[config.mk]
export PLATFORM = sky130hd
export DESIGN_NAME = iob_wishbone2iob
export DESIGN_NICKNAME = d
export VERILOG_FILES = /design/src/rtl/iob_wishbone2iob_pkg.sv /design/src/rtl/iob_reg.sv /design/src/rtl/iob_wishbone2iob.sv
export SDC_FILE = /design/constraint.sdc
export NUM_CORES = 1
export LEC_CHECK = 0
export CAP_MARGIN = 40
export CORE_MARGIN = 5
export CORE_UTILIZATION = 40
export CTS_BUF_LIST = sky130_fd_sc_hd__clkbuf_2 sky130_fd_sc_hd__clkbuf_4 sky130_fd_sc_hd__clkbuf_8
export CTS_CLUSTER_SIZE = 25
export DETAILED_ROUTE_END_ITERATION = 7
export HOLD_SLACK_MARGIN = 0.15
export PLACE_DENSITY = 0.79
export SLEW_MARGIN = 20
export SYNTH_ARGS = -nofsm -noshare
export SYNTH_HDL_FRONTEND = slang
export SYNTH_HIERARCHICAL = 1
export SYNTH_SLANG_ARGS = --single-unit
[constraint.sdc]
create_clock -name clk_i -period 1.85 [get_ports clk_i]
set_clock_uncertainty 0.1 [all_clocks]
set_input_delay 0.555 -clock clk_i [delete_from_list [all_inputs] [get_ports clk_i]]
set_output_delay 0.555 -clock clk_i [all_outputs]
set_load 0.02 [all_outputs]
[src/rtl/iob_wishbone2iob_pkg.sv]
// Shared definitions for the Wishbone-to-IOb bridge: FSM state encoding.
package iob_wishbone2iob_pkg;

    typedef enum logic [1:0] {
        ST_IDLE = 2'd0,
        ST_REQ  = 2'd1,
        ST_ACK  = 2'd2,
        ST_ERR  = 2'd3
    } state_t;

endpackage

[src/rtl/iob_reg.sv]
// Enabled register with asynchronous active-high reset, used for the bridge payload.
module iob_reg #(
    parameter int unsigned    W       = 1,
    parameter logic [W-1:0]   RST_VAL = '0
) (
    input  logic         clk_i,
    input  logic         arst_i,
    input  logic         en_i,
    input  logic [W-1:0] d_i,
    output logic [W-1:0] q_o
);

    logic [W-1:0] data_d;
    logic [W-1:0] data_q;

    always_comb begin
        data_d = en_i ? d_i : data_q;
    end

    // NOTE: sequential state uses non-blocking assignments so every flop samples pre-edge values.
    always_ff @(posedge clk_i or posedge arst_i) begin
        if (arst_i) begin
            data_q <= RST_VAL;
        end else begin
            data_q <= data_d;
        end
    end

    assign q_o = data_q;

endmodule

[src/rtl/iob_wishbone2iob.sv]
// Wishbone classic slave to IOb native master bridge; one transfer in flight, timeout -> wb_err_o.
module iob_wishbone2iob
    import iob_wishbone2iob_pkg::*;
#(
    parameter int unsigned ADDR_W    = 32,
    parameter int unsigned DATA_W    = 32,
    parameter int unsigned TIMEOUT_W = 8
) (
    input  logic                clk_i,
    input  logic                arst_i,
    input  logic [ADDR_W-1:0]   wb_adr_i,
    input  logic [DATA_W/8-1:0] wb_sel_i,
    input  logic                wb_we_i,
    input  logic                wb_cyc_i,
    input  logic                wb_stb_i,
    input  logic [DATA_W-1:0]   wb_dat_i,
    output logic [DATA_W-1:0]   wb_dat_o,
    output logic                wb_ack_o,
    output logic                wb_err_o,
    output logic                valid_o,
    output logic [ADDR_W-1:0]   addr_o,
    output logic [DATA_W-1:0]   wdata_o,
    output logic [DATA_W/8-1:0] wstrb_o,
    output logic [DATA_W/8-1:0] sel_o,
    input  logic [DATA_W-1:0]   rdata_i,
    input  logic                ready_i
);

    localparam int unsigned           STRB_W  = DATA_W / 8;
    localparam logic [TIMEOUT_W-1:0]  CNT_MAX = '1;
    localparam logic [TIMEOUT_W-1:0]  CNT_ONE = TIMEOUT_W'(1);

    state_t               state_q, state_d;
    logic [TIMEOUT_W-1:0] cnt_q, cnt_d;
    logic                 abort_q, abort_d;
    logic                 valid_q, valid_d;
    logic                 ack_q, ack_d;
    logic                 err_q, err_d;
    logic                 capture;
    logic                 rdata_en;
    logic                 aborting;
    logic [STRB_W-1:0]    wstrb_in;

    assign wstrb_in = wb_we_i ? wb_sel_i : '0;

    // NOTE: every signal gets a default first so no path through the case leaves one unassigned (no latches).
    always_comb begin
        state_d  = state_q;
        cnt_d    = cnt_q;
        abort_d  = abort_q;
        valid_d  = valid_q;
        ack_d    = 1'b0;
        err_d    = 1'b0;
        capture  = 1'b0;
        rdata_en = 1'b0;
        aborting = abort_q | ~wb_cyc_i;

        case (state_q)
            ST_IDLE: begin
                abort_d = 1'b0;
                if (wb_cyc_i && wb_stb_i) begin
                    capture = 1'b1;
                    valid_d = 1'b1;
                    cnt_d   = '0;
                    state_d = ST_REQ;
                end
            end
            ST_REQ: begin
                abort_d = aborting;
                if (ready_i) begin
                    // A dropped cycle still lets the IOb side finish, but the master hears nothing.
                    valid_d  = 1'b0;
                    rdata_en = ~aborting & (wstrb_o == '0);
                    ack_d    = ~aborting;
                    abort_d  = 1'b0;
                    state_d  = aborting ? ST_IDLE : ST_ACK;
                end else if (cnt_q == CNT_MAX) begin
                    valid_d = 1'b0;
                    err_d   = ~aborting;
                    abort_d = 1'b0;
                    state_d = aborting ? ST_IDLE : ST_ERR;
                end else begin
                    cnt_d = cnt_q + CNT_ONE;
                end
            end
            ST_ACK:  state_d = ST_IDLE;
            ST_ERR:  state_d = ST_IDLE;
            default: state_d = ST_IDLE;
        endcase
    end

    always_ff @(posedge clk_i or posedge arst_i) begin
        if (arst_i) begin
            state_q <= ST_IDLE;
            cnt_q   <= '0;
            abort_q <= 1'b0;
            valid_q <= 1'b0;
            ack_q   <= 1'b0;
            err_q   <= 1'b0;
        end else begin
            state_q <= state_d;
            cnt_q   <= cnt_d;
            abort_q <= abort_d;
            valid_q <= valid_d;
            ack_q   <= ack_d;
            err_q   <= err_d;
        end
    end

    assign valid_o  = valid_q;
    assign wb_ack_o = ack_q;
    assign wb_err_o = err_q;

    iob_reg #(.W(ADDR_W)) u_addr_reg (
        .clk_i(clk_i), .arst_i(arst_i), .en_i(capture), .d_i(wb_adr_i), .q_o(addr_o)
    );

    iob_reg #(.W(DATA_W)) u_wdata_reg (
        .clk_i(clk_i), .arst_i(arst_i), .en_i(capture), .d_i(wb_dat_i), .q_o(wdata_o)
    );

    iob_reg #(.W(STRB_W)) u_wstrb_reg (
        .clk_i(clk_i), .arst_i(arst_i), .en_i(capture), .d_i(wstrb_in), .q_o(wstrb_o)
    );

    iob_reg #(.W(STRB_W)) u_sel_reg (
        .clk_i(clk_i), .arst_i(arst_i), .en_i(capture), .d_i(wb_sel_i), .q_o(sel_o)
    );

    iob_reg #(.W(DATA_W)) u_rdata_reg (
        .clk_i(clk_i), .arst_i(arst_i), .en_i(rdata_en), .d_i(rdata_i), .q_o(wb_dat_o)
    );

endmodule

Yosys cells after proc, flatten, opt, wreduce, memory -nomap -nowiden:

Index checks and enable logic that the tools add are counted.

* eq/ne operators: 8
* $add $sub $neg: 1
* shift-type cells: 0
* bitwise gates (word level): 4
* multiply operators: 0
* div/mod/pow operators: 0
* reduce and logical (&&, ||, !) cells: 8
* multiplexer cells: 27
* magnitude comparators: 0

Operators with widths (count)
* 2-to-1 mux 8 bit: 3
* case mux 8 bit (2 select lines): 1
* 2-to-1 mux 1 bit: 14
* 2-to-1 mux 2 bit: 5
* adder 8 x 1 -> 8 bit (second input constant): 1
* == test 8 bit (second input constant): 1
* != test 2 bit (second input constant): 3
* case mux 2 bit (3 select lines): 1
* == test 2 bit (second input constant): 2
* logical NOT 4 bit: 1
* 2-to-1 mux 4 bit: 1
* case mux 1 bit (2 select lines): 2
* AND reduction 4 bit: 1
* != test 3 bit (second input constant): 1
* AND reduction 3 bit: 1
* == test 2 x 1 -> 1 bit (second input constant): 1
* logical NOT 2 bit: 1
* inverter 1 bit: 2
* AND reduction 2 bit: 1
* nonzero test 2 bit: 1
* OR reduction 2 bit: 1
* AND 1 bit: 1
* logical AND 1 bit: 1
* OR 1 bit: 1

* bits in writable memories: 0
* input bits: 106
* output and inout bits: 107
* latch bits: 0
* memories: 0
* flip-flop bits (word level): 118
* logic and storage cells: 59
* memory bits (read-only): 0

Depth between registers and ports, before layout:

Gate-level depths: netlist of the first run.

* word-level depth: 6
* depth in mapped cells: 6

By module:

The synthesis of the first run kept the hierarchy.

By module, submodules not included
* iob_reg at u_addr_reg ...: sequential area each 800.8 µm², instances 3, cells each 69, area each 1348.8 µm²
* iob_wishbone2iob: sequential area each 350.3 µm², instances 1, cells each 79, area each 735.7 µm²
* iob_reg at u_sel_reg ...: sequential area each 100.1 µm², instances 2, cells each 9, area each 148.9 µm²

Worst setup path after synthesis of the first run:

Ideal clock, no wire load.

* kind: register to register
* start: register state_q[1]
* end: register u_rdata_reg.data_q[0] (netlist: u_rdata_reg/q_o[0])
* path slack: -108 ps
* buffers on the path: 2
* data arrival time: 1733 ps
* stages on the path, launching flop included: 7
* cell sequence: dfrtp_1 -> or2b_1 -> nor3b_1 -> and3_1 -> buf_6 -> buf_12 -> mux2_4

* cells in the longest elaborated chain, start to end: 2

Ends and longest elaborated chain
* start, declared: line iob_wishbone2iob.sv:33 `state_t state_q, state_d;`
* start signal, assigned: line iob_wishbone2iob.sv:101 `state_q <= state_d;`
* == test 2 x 1 -> 1 bit: line iob_wishbone2iob.sv:58 `case (state_q)`
* 2-to-1 mux 1 bit: line iob_wishbone2iob.sv:58
* named net rdata_en: line iob_wishbone2iob.sv:40 `logic rdata_en;`
* end signal, assigned: line iob_reg.sv:25 `data_q <= data_d;`
* end, declared: line iob_reg.sv:14 `logic [W-1:0] data_q;`

The timed path passes the listed nets, and every way through them passes these cells.
A chain may end at the register's enable or synchronous reset.

Worst setup path in the final report of the first run:

* start: register state_q[1]
* end: register u_rdata_reg.data_q[24] (netlist: u_rdata_reg/q_o[24])

Same word-level chain as after synthesis.

==> results of run 1 <==
[where the power goes]
part | switching, mW | internal [mW]
combinational | 2.79 | 3.18
clock | 0.989 | 1.29
sequential | 0.723 | 3.79
[worst max-delay path: cells and delay by family (launching register included)]
family        cells  cell delay, ps
buf+inv           1             180
simple gates      3             740
flops             1             370
mux               1             300
[repair_timing]
action | in CTS | in global routing
pin swaps | 0 | 1
setup endpoints to repair | 140 | 97
hold buffers | 0 | 0
gates resized for setup | 137 | 82
cloned | 0 | 1
setup buffers | 0 | 1
[kinds of logic (layout without fill, tap and decap cells)]
family | count (synthesis) | in the layout | share of synthesized area [%]
AO/OA/AOI/OAI | 22 | 22 | 2.76
adder cells (fa/ha/maj) | 1 | 1 | 0.246
buffers and inverters | 19 | 278 | 4.73
flip-flops | 118 | 118 | 58.1
multiplexers | 104 | 104 | 29.7
AND/OR/NAND/NOR | 40 | 40 | 4.43
[state kept, by name, indices dropped and copies added (netlist names), 2 cells and up]
register,cells
u_wstrb_reg/q_o,4
u_sel_reg/q_o,4
u_wdata_reg/q_o,32
state_q,2
u_addr_reg/q_o,32
u_rdata_reg/q_o,32
cnt_q,8
[cell type report]
class | instances | area [µm²] | share of cell area, %
clock inverter | 9 | 103 | 1.31
multi-input combinational | 167 | 1920 | 24.4
clock buffer | 21 | 283 | 3.60
tap | 172 | 215 | 2.74
inverter | 7 | 28.8 | 0.366
timing repair buffer | 241 | 2350 | 30.0
sequential | 118 | 2950 | 37.6
[cells in the final DEF (no fill, tap or decap), types with 2 or more instances in the layout]
| master | count |
|---|---|
| mux2_2 | 12 |
| dlygate4sd2_1 | 22 |
| nand3_1 | 5 |
| inv_1 | 6 |
| clkbuf_2 | 11 |
| clkinv_2 | 4 |
| a21oi_1 | 4 |
| and2_1 | 6 |
| and3_1 | 3 |
| mux2_4 | 92 |
| buf_4 | 20 |
| a31oi_1 | 4 |
| clkdlybuf4s15_1 | 70 |
| clkinvlp_4 | 3 |
| nor2_1 | 5 |
| bufinv_16 | 2 |
| o21ai_0 | 6 |
| buf_12 | 8 |
| buf_2 | 4 |
| clkdlybuf4s50_1 | 105 |
| clkbuf_8 | 20 |
| nor3b_2 | 2 |
| dfrtp_1 | 118 |
| nand2_1 | 9 |
[path summary, 6_finish.rpt]
kind                                                    to
max in group asynchronous  u_wdata_reg/q_o[16]$_DFFE_PP0P_
min in group clk_i         u_wdata_reg/q_o[27]$_DFFE_PP0P_
max                        u_rdata_reg/q_o[24]$_DFFE_PP0P_
max reg2reg                u_rdata_reg/q_o[24]$_DFFE_PP0P_
min reg2reg                u_wdata_reg/q_o[27]$_DFFE_PP0P_
min                         u_wstrb_reg/q_o[1]$_DFFE_PP0P_
[stage by stage]
| stage | setup slack, ps | area, µm² | power, mW | hold WS (ps) | TNS [ps] |
|---|---|---|---|---|---|
| finish | 37.5 | 7860 | 12.8 | 384 | 0 |
| global route | -21.6 | 7860 | 13.4 | 394 | -215 |
| CTS | -76.1 | 7790 | 12.8 | 353 | -76.1 |
| detailed placement | -427 | 7510 | 11.2 | 392 | -40070 |
| global placement | -400 | 7510 | 11.1 | 391 | -38560 |
| floorplan | -5.29 | 5080 | 8.02 | 221 | -159 |
[routing by layer]
metal	share of wire, %	track usage, %	vias up
li1	-	-	1582
met1	40	20.7	1687
met2	50	30.0	142
met3	7.7	6.22	22
met4	2.5	8.89	0
met5	0	0	-
==> metrics.md, run 1 <==
| Metric | Value |
|---|---|
| Outcome | completed |
| Synth Warn # | 6 |
| Slowest CP cell | dfrtp_1 |
| Critical path data arrival time | 2040 ps |
| Die Y | 123 µm |
| Max incr delay on CP | 370 ps |
| Max Freq | 552 MHz |
| Post-synth top cells | 118 x dfrtp_1, 90 x mux2_4, 14 x mux2_2 |
| Drt pass-1 iters | 4 |
| Worst skew pair latency | 440 ps |
| DR DRC count | 0 |
| Syn Nets | 411 |
| Total track usage | 18.0% |
| Vias | 3433 |
| Avg Inst Size Synth | 16.7 µm² |
| GR Overflow Total | 0 |
| Most common cell in the synthesized netlist | dfrtp_1 |
| Placed insts | 703 |
| Gpl congestion | 0.850 |
| Asr flop ratio synth | 100% |
| P_leak | 3.60 nW |
| Cell Pwr Density | 1630 nW/µm² |
| Hold Fails Final Rpt | 0 |
| Post-DP HPWL | 9940 µm |
| Pin count of the biggest net entering global routing | 33 |
| Final net count | 659 |
| First-pass GRT wire length | 20300 µm |
| Register bit count reported by yosys | 118 |
| Rel. slew slack | 72.9% |
| Unrepaired setup endpoints after global routing | yes |
| Synth top area cells | dfrtp_1 58%, mux2_4 27%, buf_12 3.5% |
| CP Launch Point | state_q[1]$_DFFE_PP0P_ |
| Fin crit share | 98.0% |
| Tightest Hold Check Type | in2async |
| Remaining antenna violation count after routing | 0 |
| Vias in the first global route | 3853 |
| Area of the core | 12500 µm² |
| Mapped Area | 5080 µm² |
| MaxCap Viol Count | 0 |
| Critical-path cell list | or2b_1 > nor3b_2 > and3_4 > clkbuf_16 > mux2_4 |
| Crit Path Class | reg2reg |
| Rows | 41 |
| Ant. Diodes | 0 |
| Endpoints failing setup | 0 |
| Post-synth EDFFs | 0 |
| Die width | 123 µm |
| Startpoint types | flop |
| Initial Utilization | 40.6% |
| Largest area contributor in the netlist | dfrtp_1 |
| Layout cells sized above 1 | 33.0% |
| Worst-path clk slew | 70 ps |
| Initial detailed-routing violation count | 136 |
| Filler Cells Inserted | 997 |
| Layout Cells excl Fill | 735 |
| Worst-margin pin slew | 403 ps |
| Final WL | 13000 µm |
| Share of the synthesized area in the top cell type | 58.1% |
| Routed length per placed instance | 17.7 µm |
| Post-synth cell types | 32 |
| Root buffer cell | clkbuf_8 |
| Clock Sinks | 118 |
| Htree depth | 4 |
| Initial antenna violation count | 0 |
| Flop2flop setup slack | 40 ps |
| Tmin final | 1810 ps |
| Gate Count Post-Synth | 304 |
| Worst r2r path cells | 5 |
| CTS tree | built |
| CTS max path bufs | 2 |
| Via density | 4.67 |
| Core Util, Final | 62.8% |
| Post-synthesis sequential area ratio | 58.1% |
| Crit path required time | 2070 ps |
| Die area | 15100 µm² |
| Final count of pins violating max slew | 0 |
| Worst Setup End Kind | flop |
| Boundary Pins | 213 |
| CTS buffer count | 17 |
| P&R area growth vs syn | 54.7% |
| Port buffer count | 212 |
| Primary FF master, synth | dfrtp_1 |
| FF-to-FF Start | state_q[1]$_DFFE_PP0P_ |
| Worst VDD drop | 0.799 mV |
| Critical-path maximum fanout | 7 |
Note: power is estimated with default switching activity, not from simulation.
==> run 2, diff against run 1 <==
- SKIP_LAST_GASP: not set -> 1
==> metrics.md, run 2 (synthesized netlist as in run 1, its figures left out) <==
| Metric | Value |
|---|---|
| Outcome | completed |
| P&R area growth vs syn | 54.8% (about the same) |
| Worst VDD drop | 0.799 mV (about the same) |
| Port buffer count | 212 (unchanged) |
| Tightest Hold Check Type | in2async |
| Placed insts | 703 (unchanged) |
| Htree depth | 4 (unchanged) |
| DR DRC count | 0 (unchanged) |
| Initial antenna violation count | 0 (unchanged) |
| Gpl congestion | 0.850 (unchanged) |
| Unrepaired setup endpoints after global routing | yes |
| Routed length per placed instance | 17.7 µm (-0.17%) |
| Logic pwr share | 46.8% (about the same) |
| Critical-path cell list | or2b_1 > nor3b_2 > and3_4 > clkbuf_16 > mux2_4 |
| Fin crit share | 98.9% (+0.96 points) |
| Critical path data arrival time | 2060 ps (+20 ps) |
| GR Overflow Total | 0 (unchanged) |
| CTS buffer count | 17 (unchanged) |
| Commonest non-fill, non-tap cell in the layout | dfrtp_1 |
| Switch Pwr | 4.50 mW (about the same) |
| Boundary Pins | 213 (unchanged) |
| Post-DP Area | 7510 µm² (unchanged) |
| Root buffer cell | clkbuf_8 |
| Clock Sinks | 118 (unchanged) |
| Core Util, Final | 62.8% (about the same) |
| First-pass GRT wire length | 20300 µm (about the same) |
| Delay-heaviest family, CP | simple AND/OR/NAND/NOR gates |
| Via density | 4.67 (about the same) |
| Total track usage | 18.0% (about the same) |
| Hold Fails Final Rpt | 0 (unchanged) |
| Sequential power share | 35.3% (about the same) |
| Initial detailed-routing violation count | 132 (-2.9%) |
| Most frequent cells in the layout | 118 x dfrtp_1, 105 x clkdlybuf4s50_1, 92 x mux2_4 |
| Worst-margin pin slew | 403 ps (+0.000119 ps) |
| Area of the core | 12500 µm² (unchanged) |
| Worst Setup End Kind | flop |
| Buf/Inv on CP | 1 (unchanged) |
| Final net count | 659 (unchanged) |
| Layout cells sized above 1 | 33.0% (unchanged) |
| Final count of pins violating max slew | 0 (unchanged) |
| Design Power | 12.8 mW (about the same) |
| Pin count of the biggest net entering global routing | 33 (unchanged) |
| Cell Pwr Density | 1630 nW/µm² (about the same) |
| Worst skew pair latency | 440 ps (about the same) |
| Rows | 41 (unchanged) |
| Die area | 15100 µm² (unchanged) |
| Clk pwr share | 17.8% (about the same) |
| Vias | 3434 (+0.029%) |
| Final WL | 13000 µm (-0.17%) |
| Max incr delay on CP | 370 ps (about the same) |
| CTS tree | built |
| Max Freq | 546 MHz (-0.98%) |
| Tmin final | 1830 ps (+17.8 ps) |
| CTS max path bufs | 2 (unchanged) |
| Drt pass-1 iters | 4 (unchanged) |
| Switching Share | 35.3% (-0.039 points) |
| Post-DP HPWL | 9940 µm (unchanged) |
| Layout Cells excl Fill | 735 (unchanged) |
| MaxCap Viol Count | 0 (unchanged) |
| Startpoint types | flop |
| Vias in the first global route | 3854 (+0.026%) |
| Initial Utilization | 40.6% (unchanged) |
| Critical-path maximum fanout | 7 (unchanged) |
| Slowest CP cell | dfrtp_1 |
| P_leak | 3.61 nW (about the same) |
| Crit path required time | 2080 ps (about the same) |
| Crit Path Class | reg2reg |
| Ant. Diodes | 0 (unchanged) |
| Die width | 123 µm (unchanged) |
| Remaining antenna violation count after routing | 0 (unchanged) |
| Endpoints failing setup | 0 (unchanged) |
| Worst-path clk slew | 70 ps (about the same) |
| Rel. slew slack | 72.9% (unchanged) |
| P_int | 8.27 mW (+0.14%) |
| Total negative slack | 0 ps (unchanged) |
| Final instance area | 7860 µm² (about the same) |
| Die Y | 123 µm (unchanged) |
| Post-CTS Hold Buffers | 0 (unchanged) |
==> run 2: changes by cell type in the layout (fill, tap and decap cells not counted) <==
cell and change:
buf_2 -1, buf_6 +1
==> run 2: area by class of cell <==
cell class / count / area [µm²]
Fill cell: 998 / 4650
Sequential cell: 118 / 2950
Timing Repair Buffer: 241 / 2360
Multi-Input combinational cell: 167 / 1920
Clock buffer: 21 / 283
Tap cell: 172 / 215
Clock inverter: 9 / 103
Inverter: 7 / 28.8
==> run 2: metrics by stage <==
stage	worst slack, ps	hold WS, ps
6_report	19.6	384
5_1_grt	-33.0	394
4_1_cts	-133	353
3_5_place_dp	-427	392
3_3_place_gp	-400	391
2_1_floorplan	-5.29	221
==> run 2: power groups by stage <==
stage / sequential, mW / combinational, mW / clock [mW]
after floorplan: 5.91 / 2.11 / 0
after detailed placement: 4.52 / 6.71 / 0
after CTS: 4.48 / 5.92 / 2.35
after global routing: 4.69 / 6.30 / 2.47
final: 4.52 / 5.99 / 2.28
after global placement: 4.49 / 6.58 / 0
==> run 2: path summary, 6_finish.rpt <==
| kind | startpoint | endpoint | slack [ps] | cells past startpoint |
|---|---|---|---|---|
| setup / recovery | state_q[1]$_DFFE_PP0P_ | u_rdata_reg/q_o[24]$_DFFE_PP0P_ | 20 | 5 |
| min in group clk_i | u_wdata_reg/q_o[27]$_DFFE_PP0P_ | u_wdata_reg/q_o[27]$_DFFE_PP0P_ | 400 | 1 |
| max in group asynchronous | arst_i | u_wdata_reg/q_o[16]$_DFFE_PP0P_ | 920 | 3 |
| setup reg to reg | state_q[1]$_DFFE_PP0P_ | u_rdata_reg/q_o[24]$_DFFE_PP0P_ | 20 | 5 |
| hold reg to reg | u_wdata_reg/q_o[27]$_DFFE_PP0P_ | u_wdata_reg/q_o[27]$_DFFE_PP0P_ | 400 | 1 |
| hold / removal | arst_i | u_wstrb_reg/q_o[1]$_DFFE_PP0P_ | 380 | 2 |
==> run 2: what timing repair did <==
action / 4_1_cts / 5_1_grt
resized for setup: 133 / 88
buffers inserted: 0 / 1
cloned: 0 / 1
pin swaps: 0 / 2
endpoints found under the setup margin: 140 / 106
==> run 2: metal layers <==
layer  share of wire, %  routed length [µm]  vias up  GRT usage [%]
li1                   -                   -     1583              -
met3                7.7                1000       24           6.22
met1                 40                5170     1683           20.7
met5                  0                   0        -              0
met4                2.9                 380        0           8.89
met2                 50                6440      144           30.0
==> run 3, diff against run 2 <==
- ABC_AREA: not set -> 1
- GPL_TIMING_DRIVEN: not set -> 0
- SYNTH_HIERARCHICAL: 1 -> not set
==> metrics.md, run 3 <==
| Metric | Value |
|---|---|
| Outcome | completed |
| Drt pass-1 iters | 5 (+1) |
| Clock Sinks | 118 (unchanged) |
| Root buffer cell | clkbuf_8 |
| Vias | 4378 (+27%) |
| Worst r2r path cells | 8 (+3) |
| Share of the synthesized area in the top cell type | 59.2% (+1.0 points) |
| CP Launch Point | wb_cyc_i |
| Die width | 122 µm (-0.82%) |
| Port buffer count | 212 (unchanged) |
| CP endpoint | u_rdata_reg.q_o[5]$_DFFE_PP0P_ |
| Cell Pwr Density | 1600 nW/µm² (-1.4%) |
| FF-to-FF Start | cnt_q[0]$_DFFE_PP0P_ |
| Htree depth | 4 (unchanged) |
| Rel. slew slack | 62.6% (-10 points) |
| P&R area growth vs syn | 54.6% (about the same) |
| Tightest Hold Check Type | reg2reg |
| MaxCap Viol Count | 0 (unchanged) |
| Startpoint types | primary input |
| Initial antenna violation count | 0 (unchanged) |
| Ant. Diodes | 0 (unchanged) |
| Initial detailed-routing violation count | 225 (+70%) |
| CTS tree | built |
| Fin crit share | 97.7% (-1.2 points) |
| Post-synthesis sequential area ratio | 59.2% (+1.0 points) |
| Final count of pins violating max slew | 0 (unchanged) |
| Buf/Inv on CP | 3 (+2) |
| Die Y | 122 µm (-0.82%) |
| Die area | 14800 µm² (-1.6%) |
| Via density | 4.58 (-1.9%) |
| Critical-path cell list | clkdlybuf4s50_1 > inv_1 > nor2_4 > nand2_2 > nor2_4 > nand3_4 > buf_6 > nand2_2 > o21ai_2 |
| Worst Setup End Kind | flop |
| Total negative slack | 0 ps (unchanged) |
| Gpl congestion | 0.780 (-8.2%) |
| CTS max path bufs | 2 (unchanged) |
| Initial Utilization | 41.2% (+0.61 points) |
| Synth top area cells | dfrtp_1 59%, nand2_1 18%, o21ai_2 6.5% |
| First-pass GRT wire length | 23100 µm (+14%) |
| Critical path data arrival time | 2030 ps (-30 ps) |
| Avg Inst Size Synth | 9.24 µm² (-45%) |
| Commonest non-fill, non-tap cell in the layout | nand2_1 |
| RR Endpoint | cnt_q[0]$_DFFE_PP0P_ |
| Delay-heaviest family, CP | buffers and inverters |
| Worst VDD drop | 0.838 mV (+4.8%) |
| Critical-path maximum fanout | 10 (+3) |
| CTS buffer count | 17 (unchanged) |
| Most common cell in the synthesized netlist | nand2_1 |
| Largest area contributor in the netlist | dfrtp_1 |
| Pin count of the biggest net entering global routing | 35 (+6.1%) |
| Register bit count reported by yosys | 118 (unchanged) |
| Rows | 40 (-2.4%) |
| DR DRC count | 0 (unchanged) |
| Endpoints failing setup | 0 (unchanged) |
| Area of the core | 12100 µm² (-3.2%) |
| Hold Crit Depth | 2 |
| Slowest CP cell | clkdlybuf4s50_1 |
| Boundary Pins | 213 (unchanged) |
| Primary FF master, synth | dfrtp_1 |
| Most frequent cells in the layout | 237 x nand2_1, 118 x dfrtp_1, 105 x clkdlybuf4s50_1 |
| Remaining antenna violation count after routing | 0 (unchanged) |
| Hold Fails Final Rpt | 0 (unchanged) |
| Syn Nets | 647 (+57%) |
| Gate Count Post-Synth | 540 (+78%) |
| Final net count | 883 (+34%) |
| Total track usage | 20.0% (+2.0 points) |
| Final WL | 14500 µm (+12%) |
| Crit Path Class | in2reg |
| Post-DP HPWL | 11000 µm (+10%) |
| Routed length per placed instance | 15.2 µm (-14%) |
| Max Freq | 553 MHz (+1.3%) |
| CP Depth | 9 (+4) |
| Synth Warn # | 0 (-6) |
| Unrepaired setup endpoints after global routing | yes |
| Vias in the first global route | 4691 (+22%) |
| Worst-margin pin slew | 560 ps (+156 ps) |
| Flop2flop setup slack | 200 ps (+180 ps) |
| P_leak | 3.95 nW (+9.4%) |
| Worst skew pair latency | 430 ps (about the same) |
| GR Overflow Total | 0 (unchanged) |
| Post-synth cell types | 24 (-25%) |
| Post-synth top cells | 237 x nand2_1, 118 x dfrtp_1, 47 x inv_1 |
| Max incr delay on CP | 480 ps (+110 ps) |
| Mapped Area | 4990 µm² (-1.8%) |
| Tmin final | 1810 ps (-22.7 ps) |
| Layout cells sized above 1 | 18.7% (-14 points) |
| Worst-path clk slew | 60 ps (about the same) |
| Fin worst setup slack | 42.3 ps (+22.7 ps) |
| Place WS | -430 ps (-2.92 ps) |
| Asr flop ratio synth | 100% (unchanged) |
| Crit path required time | 2070 ps (about the same) |
| Post-synth EDFFs | 0 (unchanged) |
run 3: cell types whose count changed after synthesis, sizes merged, moves of 4 or more:
cell | previous run | this run
and2 | 6 | 0
and3 | 4 | 0
o21ai | 7 | 44
nor2 | 5 | 12
nand3 | 5 | 12
nand2 | 9 | 273
buf | 12 | 23
mux2 | 104 | 0
inv | 7 | 49
run 3: worst min-delay path by stage:
stage	to	startpoint	slack, ps
after floorplan	wb_err_o$_DFF_PP0_	abort_q$_DFFE_PP0P_	350
after global placement	valid_o$_DFFE_PP0P_	valid_o$_DFFE_PP0P_	360
after detailed placement	u_addr_reg.q_o[22]$_DFFE_PP0P_	u_addr_reg.q_o[22]$_DFFE_PP0P_	370
after CTS	u_addr_reg.q_o[13]$_DFFE_PP0P_	u_addr_reg.q_o[13]$_DFFE_PP0P_	380
after global routing	u_wdata_reg.q_o[19]$_DFFE_PP0P_	u_wdata_reg.q_o[19]$_DFFE_PP0P_	400
final	u_addr_reg.q_o[9]$_DFFE_PP0P_	u_addr_reg.q_o[9]$_DFFE_PP0P_	370
run 3: cell families after synthesis:
logic type	Yosys count	synth area share, %
simple gates	300	25.7
flops	118	59.2
buf+inv	72	7.10
compound gates	49	7.80
fa+ha+maj	1	0.251
run 3: worst reg2reg max path: stages, from the launching register on:
cell	delay (ps)
dfrtp_1	420
ha_1	200
nand2_1	130
nor2_1	210
nand3_2	140
nand2_4	110
buf_6	160
nand2_2	60
o21ai_2	50
run 3: metrics by stage:
stage	total power, mW	instance area (µm²)	utilization [%]	instances	hold WS (ps)
4_1_cts	12.3	7630	63.0	953	379
6_report	12.4	7720	63.7	955	375
5_1_grt	13.1	7720	63.7	955	400
2_1_floorplan	7.67	4990	-	540	351
3_5_place_dp	10.9	7390	61.0	923	365
3_3_place_gp	10.7	7330	60.5	920	359
run 3: repair_timing:
item / in CTS / in global routing
setup endpoints to repair: 107 / 99
hold buffers: 0 / 0
resized for setup: 114 / 77
pin swaps: 0 / 1
buffers inserted: 0 / 1
cloned: 0 / 1
run 3: cell type report:
type / count / area, µm²
clock inverter: 4 / 45.0
fill: 1013 / 4400
clock buffer: 26 / 327
tap: 168 / 210
sequential: 118 / 2950
multi-input combinational: 351 / 1700
timing repair buffer: 216 / 2110
inverter: 49 / 188
buffer: 23 / 179
run 3: per-layer routing:
layer	wire length (µm)	up-vias	global-route usage [%]
met5	0	-	0
met3	1240	37	7.85
met4	514	0	10.4
met1	5290	2062	21.5
met2	7450	165	34.2
li1	-	2114	-
run 3: where the power goes:
group / switching (mW) / total, mW / leakage (nW) / internal (mW)
clock network: 0.947 / 2.20 / 0.200 / 1.26
logic: 3.39 / 5.68 / 2.25 / 2.29
registers: 0.719 / 4.48 / 1.49 / 3.76
